[src/rtl/step_cmd_sequencer_if.sv]
`default_nettype none
// ============================================================================
// Module      : step_cmd_sequencer_if
// Description : Valid/ready command channel between the step command
//               sequencer (master) and the BCD counter datapath (slave).
//               Signals:
//                 cmd_valid  master->slave  command offered
//                 cmd_op     master->slave  00 CLR, 01 INC1, 10 INC2
//                 cmd_ready  slave->master  datapath accepts command
//               A command transfers at a rising clock edge where
//               cmd_valid && cmd_ready.
// Revision    : 1.0  initial release
// ============================================================================
interface step_cmd_sequencer_if;
    logic       cmd_valid;
    logic [1:0] cmd_op;
    logic       cmd_ready;

    modport master (
        output cmd_valid,
        output cmd_op,
        input  cmd_ready
    );

    modport slave (
        input  cmd_valid,
        input  cmd_op,
        output cmd_ready
    );
endinterface : step_cmd_sequencer_if
`default_nettype wire

[src/rtl/step_cmd_sequencer.sv]
`default_nettype none
// ============================================================================
// Module      : step_cmd_sequencer
// Description : Control block for the two-digit BCD step counter. Merges the
//               periodic tick, manual single-step presses and parity mode
//               changes into one command stream (CLR / INC1 / INC2) over a
//               valid/ready channel. Issues one CLR after reset, then keeps
//               the units digit on the selected parity by choosing +1 or +2.
// Ports       :
//   clock       in   system clock
//   reset       in   synchronous, active-low reset
//   run_en      in   1 = periodic ticks generate steps
//   parity_sel  in   0 = even sequence, 1 = odd sequence
//   step_key_n  in   manual step pushbutton, active-low, asynchronous
//   bcd0_lsb    in   bit 0 of the datapath units digit
//   cmd         if   master side of the command channel
//   tick        out  one-cycle prescaler pulse (debug)
//   state       out  FSM state: 00 INIT, 01 IDLE, 10 ISSUE
// Revision    : 1.0  initial release
// ============================================================================
module step_cmd_sequencer #(
    parameter int TICK_DIV = 50000000,  // clock cycles per tick period (>= 2)
    parameter int TICK_W   = 26         // prescaler width, 2^TICK_W >= TICK_DIV
) (
    input  wire logic             clock,
    input  wire logic             reset,
    input  wire logic             run_en,
    input  wire logic             parity_sel,
    input  wire logic             step_key_n,
    input  wire logic             bcd0_lsb,
    step_cmd_sequencer_if.master  cmd,
    output logic                  tick,
    output logic [1:0]            state
);

    // ------------------------------------------------------------------------
    // Encodings
    // ------------------------------------------------------------------------
    localparam logic [1:0] C_ST_INIT  = 2'b00;
    localparam logic [1:0] C_ST_IDLE  = 2'b01;
    localparam logic [1:0] C_ST_ISSUE = 2'b10;

    localparam logic [1:0] C_OP_CLR   = 2'b00;
    localparam logic [1:0] C_OP_INC1  = 2'b01;
    localparam logic [1:0] C_OP_INC2  = 2'b10;

    localparam logic [TICK_W-1:0] C_TICK_LAST = TICK_W'(TICK_DIV - 1);

    // ------------------------------------------------------------------------
    // Registers and their next-state values
    // ------------------------------------------------------------------------
    logic [TICK_W-1:0] presc_q, presc_d;
    logic              key_s1_q, key_s2_q, key_prev_q;
    logic              step_pend_q, step_pend_d;
    logic              align_pend_q, align_pend_d;
    logic              parity_q;
    logic [1:0]        state_q, state_d;
    logic [1:0]        op_q, op_d;
    logic              own_step_q, own_step_d;   // 1 = in-flight command is a STEP

    // ------------------------------------------------------------------------
    // Combinational helpers
    // ------------------------------------------------------------------------
    logic w_tick;
    logic w_press;
    logic w_valid;
    logic w_xfer;
    logic w_step_evt;
    logic w_step_done;
    logic w_par_chg;
    logic w_load_align;   // IDLE decides to issue an ALIGN (INC1)
    logic w_load_step;    // IDLE decides to issue a STEP
    logic w_align_drop;   // IDLE finds parity already correct, no command

    // ------------------------------------------------------------------------
    // Prescaler: free-running 0..TICK_DIV-1, independent of run_en. The tick
    // is decoded from the count so it lines up with count==TICK_DIV-1.
    // ------------------------------------------------------------------------
    assign w_tick  = (presc_q == C_TICK_LAST);

    always_comb begin
        presc_d = presc_q + TICK_W'(1);
        if (w_tick) begin
            presc_d = '0;
        end
    end

    // ------------------------------------------------------------------------
    // Key input: key_s1/key_s2 synchronize the asynchronous button; key_prev
    // holds the previous synchronized value so a press is its 1->0 edge.
    // ------------------------------------------------------------------------
    assign w_press = key_prev_q & ~key_s2_q;

    // ------------------------------------------------------------------------
    // Handshake
    // ------------------------------------------------------------------------
    assign w_xfer = w_valid & cmd.cmd_ready;

    // ------------------------------------------------------------------------
    // Pending flags. An event arriving in the same cycle as the clear wins,
    // so nothing is lost at the transfer edge.
    // ------------------------------------------------------------------------
    assign w_step_evt  = (w_tick & run_en) | w_press;
    assign w_step_done = w_xfer & (state_q == C_ST_ISSUE) & own_step_q;
    assign w_par_chg   = parity_sel ^ parity_q;

    always_comb begin
        step_pend_d  = w_step_evt | (step_pend_q & ~w_step_done);
        // The align request is retired when IDLE evaluates it, so a parity
        // change arriving while an ALIGN is in ISSUE is re-evaluated later.
        align_pend_d = w_par_chg | (align_pend_q & ~(w_load_align | w_align_drop));
    end

    // ------------------------------------------------------------------------
    // Command latch: op and owner are captured on entry to ISSUE and held
    // while cmd_valid is high, so late parity changes cannot alter them.
    // ------------------------------------------------------------------------
    always_comb begin
        op_d       = op_q;
        own_step_d = own_step_q;
        if (w_load_align) begin
            op_d       = C_OP_INC1;
            own_step_d = 1'b0;
        end else if (w_load_step) begin
            // Already on the target parity: +2 keeps it; otherwise +1 moves onto it.
            op_d       = (bcd0_lsb == parity_q) ? C_OP_INC2 : C_OP_INC1;
            own_step_d = 1'b1;
        end
        if (state_d == C_ST_INIT) begin
            op_d       = C_OP_CLR;
            own_step_d = 1'b0;
        end
    end

    // ------------------------------------------------------------------------
    // Non-FSM registers
    // ------------------------------------------------------------------------
    always_ff @(posedge clock) begin
        if (!reset) begin
            presc_q      <= '0;
            key_s1_q     <= 1'b1;
            key_s2_q     <= 1'b1;
            key_prev_q   <= 1'b1;
            step_pend_q  <= 1'b0;
            align_pend_q <= 1'b0;
            parity_q     <= parity_sel;
            op_q         <= C_OP_CLR;
            own_step_q   <= 1'b0;
        end else begin
            presc_q      <= presc_d;
            key_s1_q     <= step_key_n;
            key_s2_q     <= key_s1_q;
            key_prev_q   <= key_s2_q;
            step_pend_q  <= step_pend_d;
            align_pend_q <= align_pend_d;
            parity_q     <= parity_sel;
            op_q         <= op_d;
            own_step_q   <= own_step_d;
        end
    end

    // ------------------------------------------------------------------------
    // FSM process 1: state register
    // ------------------------------------------------------------------------
    always_ff @(posedge clock) begin
        if (!reset) begin
            state_q <= C_ST_INIT;
        end else begin
            state_q <= state_d;
        end
    end

    // ------------------------------------------------------------------------
    // FSM process 2: next state and IDLE decisions. Alignment outranks a
    // pending step so the parity is corrected before counting resumes.
    // ------------------------------------------------------------------------
    always_comb begin
        state_d      = state_q;
        w_load_align = 1'b0;
        w_load_step  = 1'b0;
        w_align_drop = 1'b0;
        case (state_q)
            C_ST_INIT: begin
                if (w_xfer) begin
                    state_d = C_ST_IDLE;
                end
            end
            C_ST_IDLE: begin
                if (align_pend_q) begin
                    if (bcd0_lsb != parity_q) begin
                        w_load_align = 1'b1;
                        state_d      = C_ST_ISSUE;
                    end else begin
                        w_align_drop = 1'b1;
                    end
                end else if (step_pend_q) begin
                    w_load_step = 1'b1;
                    state_d     = C_ST_ISSUE;
                end
            end
            C_ST_ISSUE: begin
                if (w_xfer) begin
                    state_d = C_ST_IDLE;
                end
            end
            default: begin
                state_d = C_ST_INIT;
            end
        endcase
    end

    // ------------------------------------------------------------------------
    // FSM process 3: outputs. cmd_valid is masked while reset is low so a
    // command can never transfer on the reset edge; the channel restarts
    // cleanly with CLR from INIT.
    // ------------------------------------------------------------------------
    always_comb begin
        w_valid       = reset & ((state_q == C_ST_INIT) | (state_q == C_ST_ISSUE));
        cmd.cmd_valid = w_valid;
        cmd.cmd_op    = op_q;
        tick          = w_tick;
        state         = state_q;
    end

endmodule : step_cmd_sequencer
`default_nettype wire

[src/flat_wrapper.sv]
// flat-port wrapper written by rule: the top's interface ports become plain ports
module step_cmd_sequencer_flat 
#(
    parameter int TICK_DIV = 50000000,                                        
    parameter int TICK_W   = 26                                                 
)
  (clock, reset, run_en, parity_sel, step_key_n, bcd0_lsb, tick, state, cmd_cmd_valid, cmd_cmd_op, cmd_cmd_ready);
  step_cmd_sequencer_if cmd_i ();
  input  wire logic clock;
  input  wire logic reset;
  input  wire logic run_en;
  input  wire logic parity_sel;
  input  wire logic step_key_n;
  input  wire logic bcd0_lsb;
  output logic tick;
  output logic [1:0] state;
  output wire logic [$bits(cmd_i.cmd_valid)-1:0] cmd_cmd_valid;
  output wire logic [$bits(cmd_i.cmd_op)-1:0] cmd_cmd_op;
  input wire logic [$bits(cmd_i.cmd_ready)-1:0] cmd_cmd_ready;
  assign cmd_cmd_valid = cmd_i.cmd_valid;
  assign cmd_cmd_op = cmd_i.cmd_op;
  assign cmd_i.cmd_ready = cmd_cmd_ready;
  step_cmd_sequencer #(.TICK_DIV(TICK_DIV), .TICK_W(TICK_W)) u_core (.clock(clock), .reset(reset), .run_en(run_en), .parity_sel(parity_sel), .step_key_n(step_key_n), .bcd0_lsb(bcd0_lsb), .cmd(cmd_i), .tick(tick), .state(state));
endmodule
[config.mk]
export PLATFORM = sky130hd
export DESIGN_NAME = step_cmd_sequencer_flat
export DESIGN_NICKNAME = d
export VERILOG_FILES = /design/src/rtl/step_cmd_sequencer_if.sv /design/src/rtl/step_cmd_sequencer.sv /design/src/flat_wrapper.sv
export SDC_FILE = /design/constraint.sdc
export NUM_CORES = 1
export LEC_CHECK = 0
export ABC_AREA = 1
export BUFFER_PORTS_ARGS = -buffer_cell sky130_fd_sc_hd__buf_2
export CAP_MARGIN = 5
export CORE_MARGIN = 3
export CORE_UTILIZATION = 38
export DETAILED_ROUTE_END_ITERATION = 10
export GPL_ROUTABILITY_DRIVEN = 1
export GPL_TIMING_DRIVEN = 1
export PLACE_DENSITY = 0.62
export SYNTH_ARGS = -nofsm -noshare
export SYNTH_HDL_FRONTEND = slang
export SYNTH_SLANG_ARGS = --single-unit
[constraint.sdc]
create_clock -name clock -period 1.4 [get_ports clock]
set_input_delay 0.07 -clock clock [delete_from_list [all_inputs] [get_ports clock]]
set_output_delay 0.07 -clock clock [all_outputs]
set_load 0.05 [all_outputs]
==> results.toml <==
[critical_path]
r2r_end = "u_core.presc_q[7]$_SDFF_PP0_"
r2r_cells = 9
r2r_start = "u_core.presc_q[1]$_SDFF_PP0_"
crit_path_end_kind = "output pin"
critical_path_buf_inv_count = 2
path_cells = "ha_4 > nand2_4 > nor2_4 > nand2_4 > nor2_4 > nand3_4 > inv_2 > buf_8"
critPathTopFamily = "simple AND/OR/NAND/NOR gates"
worst_ep_required_time_ps = 1330
start_kind = "register"
slowest_stage = "dfxtp_2"
cp.arrival_ps = 1450
r2r_setup_slack_ps = -30
critPathMaxStageDelay_ps = 360
crit_start = "u_core.presc_q[1]$_SDFF_PP0_"
crit_type = "register to output pin"
crit_fanout = 2

[global_route]
grt_usage = 0.166
grt_pass1_vias = 1699
grt_first_pass_wirelength_um = 7880
antenna_found_initial = 0
grt-ovfl-total = 0
grt_max_degree = 13

[synth]
netlist_area_um2 = 1940
yosysTopAreaCellShare = 0.381
synth.distinct_cells = 24
synth_ff_type = "dfxtp_1"
synthXorXnorAreaFrac = 0.0451
ys_warn_count = 0
ys_seq_area_frac = 0.381
yosys-top-cells-count = "nand2_1 (74), nor2_1 (47), dfxtp_1 (37)"
syn_inst = 277
syn_nets = 285
synth.area.mux_share = 0
synth.most_common_cell = "nand2_1"
synthAdderAreaFrac = 0.00644
synthTopCellsByArea = "dfxtp_1 (38%), nand2_1 (14%), nor2_1 (9.1%)"
avgSynthCellArea_um2 = 7.01
synthArstFlopShare = 0
yosysTopAreaCell = "dfxtp_1"
synthSimpleGateAreaFrac = 0.414
synth-compound-area-share = 0.0650
synth_top_family_by_area = "simple AND/OR/NAND/NOR gates"
synth_edf_count = 0
ys_seq_elements = 37

[timing]
report.final.slew_viol_count = 0
hold_violations = 0
fin_crit_ps = 1520
finalSetupViolations = 27
slew_headroom = 0.681
max_freq_ghz = 0.658
rsz0062_at_grt = "yes"
fin_crit_sh = 1.09
fin_tns_setup_ps = -606
worst_pin_slew_ps = 478
fin_ws_ps = -120
skew_ps = 7.41

[clocking]
htree_levels = 2
clkTransAtPathRegs_ps = 80
cts.sink_count = 37
clockBufferDepth = 2
cts-buffers-inserted = 5
clk_latency_ps = 290
cts_tree = "built"
clockRootBuffer = "clkbuf_8"

[finish]
num_antenna_cells = 0
multi_input_area_um2 = 1110
n_fill_cell = 494
area.sequential_um2 = 749
drive_above_1_share = 0.281
fin_area_um2 = 2470
synthToLayoutAreaGrowth_pct = 27.0
fin_nets = 334

[floorplanning]
rows = 25
die_w_um = 77.5
dieArea_um2 = 6010
die_h_um = 77.5
ios = 13
core_area_um2 = 4820
start_util = 0.403

[placed_design]
numPortBuffers = 12
place.gp.congestion = 0.854
dpl_cell_area_um2 = 2250
dp_hpwl_um = 3130

[worst_hold_path]
hp-class = "input pin to register"
hold_start = "run_en"
hold_depth = 3
hold-path-endpoint = "u_core.step_pend_q$_SDFF_PN0_"

[power_and_ir_drop]
ir_worst_vdd_mv = 0.525
power_density_nw_per_um2 = 844
p_leak_nw = 0.955
finalPower_mw = 2.08

[run_status]
status = "finished, violations left"
violations = "setup timing"

[drt]
via_per_inst = 4.55
num_vias = 1791
ant_nets = 0
drtPass1Iterations = 4
wirelength_um = 4420
drc = 0
wl_per_cell_um = 11.2
first_iter_violations = 96

[run]
cap_viol_max_count = 0
registers in the layout (all words and copies together), names as in the netlist:
name and cells:
u_core.parity_q 1, u_core.align_pend_q 1, u_core.state 2, u_core.cmd.cmd_op 2, u_core.key_s2_q 1, u_core.own_step_q 1, u_core.presc_q 26, u_core.key_s1_q 1
u_core.step_pend_q 1, u_core.key_prev_q 1
worst max-delay path by stage:
stage / end / slack, ps / depth (start not counted)
floorplan: tick / -50 / 7
global placement: u_core.presc_q[11]$_SDFF_PP0_ / -30 / 8
detailed placement: u_core.presc_q[12]$_SDFF_PP0_ / -70 / 9
CTS: tick / -120 / 8
global route: tick / -210 / 8
finish: tick / -120 / 8
area by class of cell:
type,count,share of cell area
flip-flops and latches,37,0.304
multi-input cells,206,0.451
repair buffers,41,0.119
inverters,35,0.0532
clock inverters,2,0.00558
clock buffers,6,0.0335
well taps,67,0.0340
per-stage QoR:
stage	utilization	setup slack, ps	cells	hold WS, ps
final	0.512	-120	394	46.4
after global routing	0.512	-206	394	50.2
after CTS	0.510	-123	393	43.1
after detailed placement	0.467	-66.0	378	198
after global placement	0.467	-25.0	378	196
after floorplan	-	-50.9	277	97.7
metal layers:
| layer | track usage | up-vias | wire length, um |
|---|---|---|---|
| met5 | 0 | - | 0 |
| met4 | 0.0730 | 0 | 99 |
| met3 | 0.0371 | 9 | 174 |
| met2 | 0.275 | 23 | 2120 |
| met1 | 0.207 | 796 | 2030 |
| li1 | - | 963 | - |
tightest hold or removal path, delay by kind of cell:
| kind | cells | cell delay (ps) |
|---|---|---|
| and+or+nand+nor | 1 | 70 |
| AOI/OAI and AO/OA | 1 | 60 |
| buffers and inverters | 1 | 100 |
repair_timing:
action	CTS	global route
buffers inserted	2	1
resized for setup	9	3
pin swaps	5	2
hold buffers	2	0
endpoints found under the hold margin	2	0
setup endpoints to repair	27	27
gates cloned	3	0
cells in the final DEF, fill, tap and decap left out, types with 2 or more instances in the layout:
| cell type | n |
|---|---|
| buf_2 | 11 |
| nand3_1 | 15 |
| clkbuf_8 | 6 |
| a21oi_1 | 8 |
| inv_1 | 33 |
| a21oi_2 | 7 |
| xor2_1 | 6 |
| nand2_4 | 2 |
| nor2_2 | 16 |
| nand4_1 | 5 |
| or2_2 | 4 |
| o21ai_0 | 2 |
| buf_4 | 27 |
| nand3b_1 | 5 |
| nor2_4 | 2 |
| dfxtp_2 | 4 |
| dlygate4sd3_1 | 2 |
| inv_2 | 2 |
| xnor2_1 | 4 |
| nor3_1 | 2 |
| nor2_1 | 46 |
| nand2_1 | 73 |
| dfxtp_1 | 32 |
| nand2_8 | 4 |
where the power goes:
part | leakage [nW] | internal, mW | switching, mW
clock | 0.0512 | 0.399 | 0.404
combinational | 0.601 | 0.0671 | 0.117
sequential | 0.303 | 1.08 | 0.0187
total | 0.955 | 1.54 | 0.540
logic make-up after synthesis:
group,after synthesis
AOI/OAI and AO/OA,19
xor gates and xnor gates,10
adders and majority gates,1
buffers and inverters,37
DFF,37
and+or+nand+nor,173
(Power assumes the default switching activity.)
